## src/rtl/serial_adder_ctrl.sv

```systemverilog
// Bit-serial adder: one full_adder cell walks the operands LSB first through a
// registered carry, with valid/ready handshakes on the operand and result sides.
module serial_adder_ctrl #(
    parameter int WIDTH = 8
) (
    input  logic             clk,
    input  logic             rst_n,
    input  logic             in_valid,
    output logic             in_ready,
    input  logic [WIDTH-1:0] a,
    input  logic [WIDTH-1:0] b,
    input  logic             cin,
    output logic             out_valid,
    input  logic             out_ready,
    output logic [WIDTH-1:0] sum,
    output logic             cout,
    output logic             busy
);
    localparam int CW = $clog2(WIDTH) + 1;

    typedef enum logic [1:0] {IDLE, RUN, DONE} state_t;

    state_t           state_q, state_d;
    logic [WIDTH-1:0] a_sh_q, a_sh_d;
    logic [WIDTH-1:0] b_sh_q, b_sh_d;
    logic [WIDTH-1:0] sum_sh_q, sum_sh_d;
    logic [WIDTH-1:0] res_sum_q, res_sum_d;
    logic             carry_q, carry_d;
    logic             res_cout_q, res_cout_d;
    logic [CW-1:0]    cnt_q, cnt_d;
    logic             fa_y;
    logic             fa_cout;
    logic [WIDTH-1:0] sum_sh_shifted;

    full_adder u_fa (
        .x1  (a_sh_q[0]),
        .x2  (b_sh_q[0]),
        .cin (carry_q),
        .y   (fa_y),
        .cout(fa_cout)
    );

    // New sum bit enters at the MSB so the LSB-first stream ends up in place.
    generate
        if (WIDTH == 1) begin : g_w1
            assign sum_sh_shifted = fa_y;
        end else begin : g_wn
            assign sum_sh_shifted = {fa_y, sum_sh_q[WIDTH-1:1]};
        end
    endgenerate

    always_comb begin
        state_d    = state_q;
        a_sh_d     = a_sh_q;
        b_sh_d     = b_sh_q;
        sum_sh_d   = sum_sh_q;
        res_sum_d  = res_sum_q;
        carry_d    = carry_q;
        res_cout_d = res_cout_q;
        cnt_d      = cnt_q;
        case (state_q)
            IDLE: begin
                if (in_valid && in_ready) begin
                    a_sh_d   = a;
                    b_sh_d   = b;
                    carry_d  = cin;
                    cnt_d    = '0;
                    sum_sh_d = '0;
                    state_d  = RUN;
                end
            end
            RUN: begin
                sum_sh_d = sum_sh_shifted;
                a_sh_d   = a_sh_q >> 1;
                b_sh_d   = b_sh_q >> 1;
                carry_d  = fa_cout;
                cnt_d    = cnt_q + 1'b1;
                if (cnt_q == CW'(WIDTH - 1)) begin
                    // Result copy keeps sum/cout stable after DONE until the next completion.
                    res_sum_d  = sum_sh_shifted;
                    res_cout_d = fa_cout;
                    state_d    = DONE;
                end
            end
            DONE: begin
                if (out_ready) begin
                    state_d = IDLE;
                end
            end
            default: state_d = IDLE;
        endcase
    end

    always_ff @(posedge clk) begin
        if (!rst_n) begin
            state_q    <= IDLE;
            a_sh_q     <= '0;
            b_sh_q     <= '0;
            sum_sh_q   <= '0;
            res_sum_q  <= '0;
            carry_q    <= 1'b0;
            res_cout_q <= 1'b0;
            cnt_q      <= '0;
        end else begin
            state_q    <= state_d;
            a_sh_q     <= a_sh_d;
            b_sh_q     <= b_sh_d;
            sum_sh_q   <= sum_sh_d;
            res_sum_q  <= res_sum_d;
            carry_q    <= carry_d;
            res_cout_q <= res_cout_d;
            cnt_q      <= cnt_d;
        end
    end

    assign in_ready  = rst_n && (state_q == IDLE);
    assign out_valid = (state_q == DONE);
    assign busy      = (state_q != IDLE);
    assign sum       = res_sum_q;
    assign cout      = res_cout_q;
endmodule

module full_adder (
    input  logic x1,
    input  logic x2,
    input  logic cin,
    output logic y,
    output logic cout
);
    assign y    = x1 ^ x2 ^ cin;
    assign cout = (x1 & x2) | (cin & (x1 ^ x2));
endmodule

```

## config.mk

```make
export PLATFORM = sky130hd
export DESIGN_NAME = serial_adder_ctrl
export DESIGN_NICKNAME = d
export VERILOG_FILES = /design/src/rtl/serial_adder_ctrl.sv
export SDC_FILE = /design/constraint.sdc
export NUM_CORES = 1
export LEC_CHECK = 0
export CORE_ASPECT_RATIO = 0.8
export CORE_MARGIN = 2
export CORE_UTILIZATION = 50
export DETAILED_ROUTE_END_ITERATION = 10
export GPL_TIMING_DRIVEN = 1
export PLACE_DENSITY = 0.85
export SLEW_MARGIN = 20
export SYNTH_ARGS = -nofsm -noshare
export SYNTH_HDL_FRONTEND = slang
export SYNTH_SLANG_ARGS = --single-unit
```

## constraint.sdc

```tcl
create_clock -name clk -period 2.15 [get_ports clk]
set_input_delay 0.645 -clock clk [delete_from_list [all_inputs] [get_ports clk]]
set_output_delay 0.645 -clock clk [all_outputs]
set_load 0.01 [all_outputs]
```

==> reports/qor.txt <==
Area growth, synth to finish: 25.5%
Area contributors post-synth: dfxtp_1 44%, nor2b_1 9.9%, o221a_2 8.3%
Slew HR: 60.1%
Inst Count DP: 255
initial core utilization: 52.0%
top cell type's share of synthesized area: 44.2%
worst-path maximum fanout: 4
routed wire length per instance: 13.3 µm
unique cell type count in the Yosys netlist: 33
Final Instance Count excl. Fillers: 263
max-cap violation count: 0
PD cells: 678 nW/µm²
initial antenna violation count: 0
FF+latch count, synth: 39
Post-Syn Instances: 191
peak per-stage delay on the critical path: 0.48 ns
post-synthesis sequential area ratio: 44.2%
Max Slew Vio Count: 0
die area: 4030 µm²
CP startpoint kind: register
post-route clock period utilization: 95.8%
grt ovf: 0
GPL Wtd Cong: 0.738
critical path arrival: 1.42 ns
Hold Path Origin: sum[2]$_SDFFE_PN0P_
number of global-route vias before repair: 1303
Hold WC Path Type: reg -> reg
hold_ws: 0.459 ns
pin count of the biggest net entering global routing: 51
fill cell count: 275
post-placement setup slack: -0.326 ns
layout cells sized above 1: 14.0%
remaining antenna violation count after routing: 0
TritonCTS clock tree: yes
RSZ-0062 raised after global routing: false
# IOs: 33
nets: 243
crit-path cells: nor2_1 -> inv_1 -> clkdlybuf4s50_1
crit path kind: reg -> out
area leader, netlist: dfxtp_1
Worst EP required: 1.50 ns
sequential standard cell area: 781 µm²
Net Count, Synth: 214
TritonRoute pass-1 iters: 4
fin area: 2220 µm²
IO Port Bufs: 32
final setup fails: 0
Async SR Flop Fraction: 0%
reg-to-reg startpoint: state_q[0]$_SDFFE_PN0P_
post-route setup slack: 0.0894 ns
postcts setup bufs: 0
Max VDD drop: 0.422 mV
root buf cell: clkbuf_8
Clock Sinks: 39
vias: 1440
Leak Pwr: 0.816 nW
final hold vios: 0
synthesized area per cell: 9.26 µm²
Fin Clk Skew: 0.00472 ns
Antenna Diode Count: 0
GR Util All Layers: 18.1%
num rows: 19
Synth Cell Area: 1770 µm²
Starting DRT DRC Count: 136
final critical-path required period: 2.06 ns
Worst Tran Pin Value: 0.598 ns
Synth Flop Type: dfxtp_1
CP endpoint kind: primary output
Max Root-Sink Buffers: 2
core area: 3400 µm²
fin util: 65.3%
DRC viols: 0
area of placed instances: 2120 µm²
first-pass GRT wire length: 5.80 mm
area of the multi-input gates: 888 µm²
Die Span Y: 57.2 µm
Post-synth EDFFs: 0
Num CTS Buffers: 5
status: completed
H-tree Lvls: 2
Syn. warnings: 0
worst skew pair latency: 0.29 ns
Worst Setup SP: state_q[0]$_SDFFE_PN0P_
Slowest-stage cell, CP: clkdlybuf4s50_1
Vias/cell: 5.48
Die W: 70.5 µm
dpl hpwl: 2.35 mm
Post-Route WL: 3.51 mm
Max Clock Freq: 485 MHz
CTS clk-pin slew, worst paths: 0.07 ns
==> synth_stat cells (2+ instances only) <==
cell type  count
o221a_2       13
a21oi_1       15
nor2b_1       28
a22oi_1        8
a32oi_1        2
mux2i_1       10
dfxtp_1       39
inv_1          2
buf_2          7
nand2_1       21
o221a_1        2
buf_4          2
clkbuf_1       7
nor2_1        15
nand3_1        2
==> kinds of logic after synthesis <==
kind of cell	synth area share [%]
AOI/OAI and AO/OA	20.7
buffers and inverters	5.59
muxes	5.66
adders and majority gates	1.84
DFF	44.2
and+or+nand+nor	22.1
==> per-layer routing <==
metal | track usage, % | routed length [µm]
met5 | 0 | 0
met4 | 11.3 | 120
met3 | 4.42 | 119
met1 | 24.1 | 1620
met2 | 26.8 | 1650
==> worst max-delay path, delay by kind of cell, from the launching register on <==
family,cells,cell delay (ns)
buf+inv,2,0.55
simple gates,1,0.23
flops,1,0.35
==> where the power goes <==
| part | leakage, nW | switching [mW] | internal (mW) |
|---|---|---|---|
| Combinational | 0.446 | 0.0903 | 0.109 |
| Sequential | 0.319 | 0.0225 | 0.755 |
| Clock | 0.0515 | 0.235 | 0.292 |
==> what timing repair did <==
action,CTS,global route
gates resized for setup,2,0
setup endpoints to repair,1,0
hold buffers,0,0
==> cells in the final DEF, fill, tap and decap left out, types with 8 or more instances in the layout <==
master,netlist,routed
dfxtp_1,39,39
clkdlybuf4s50_1,0,30
nor2b_1,28,28
nand2_1,21,21
nor2_1,15,15
a21oi_1,15,15
o221a_2,13,13
mux2i_1,10,10
a22oi_1,8,8
==> registers in the layout (all words and copies together) (netlist names) <==
| register | flops |
|---|---|
| b_sh_q | 8 |
| carry_q | 1 |
| state_q | 2 |
| sum_sh_q | 7 |
| a_sh_q | 8 |
| cout | 1 |
| sum | 8 |
| cnt_q | 4 |
==> area by class of cell <==
type / instances / share of cell area (%)
Tap cell: 42 / 2.37
Inverter: 2 / 0.338
Multi-Input combinational cell: 132 / 40.0
Clock buffer: 8 / 4.51
Sequential cell: 39 / 35.2
Timing Repair Buffer: 40 / 17.6
==> worst paths after layout <==
path	end	slack, ns	depth (start not counted)
setup / recovery	busy	0.09	3
hold / removal	sum[2]$_SDFFE_PN0P_	0.46	2
setup reg to reg	sum[7]$_SDFFE_PN0P_	0.41	4
hold reg to reg	sum[2]$_SDFFE_PN0P_	0.46	2
==> through the flow <==
step / TNS, ns / power [mW]
after global routing: 0 / 1.57
after global placement: -0.326 / 0.989
final: 0 / 1.50
after detailed placement: -0.326 / 0.995
after CTS: 0 / 1.51
after floorplan: 0 / 0.921
Power figures use the tool's default switching activity.
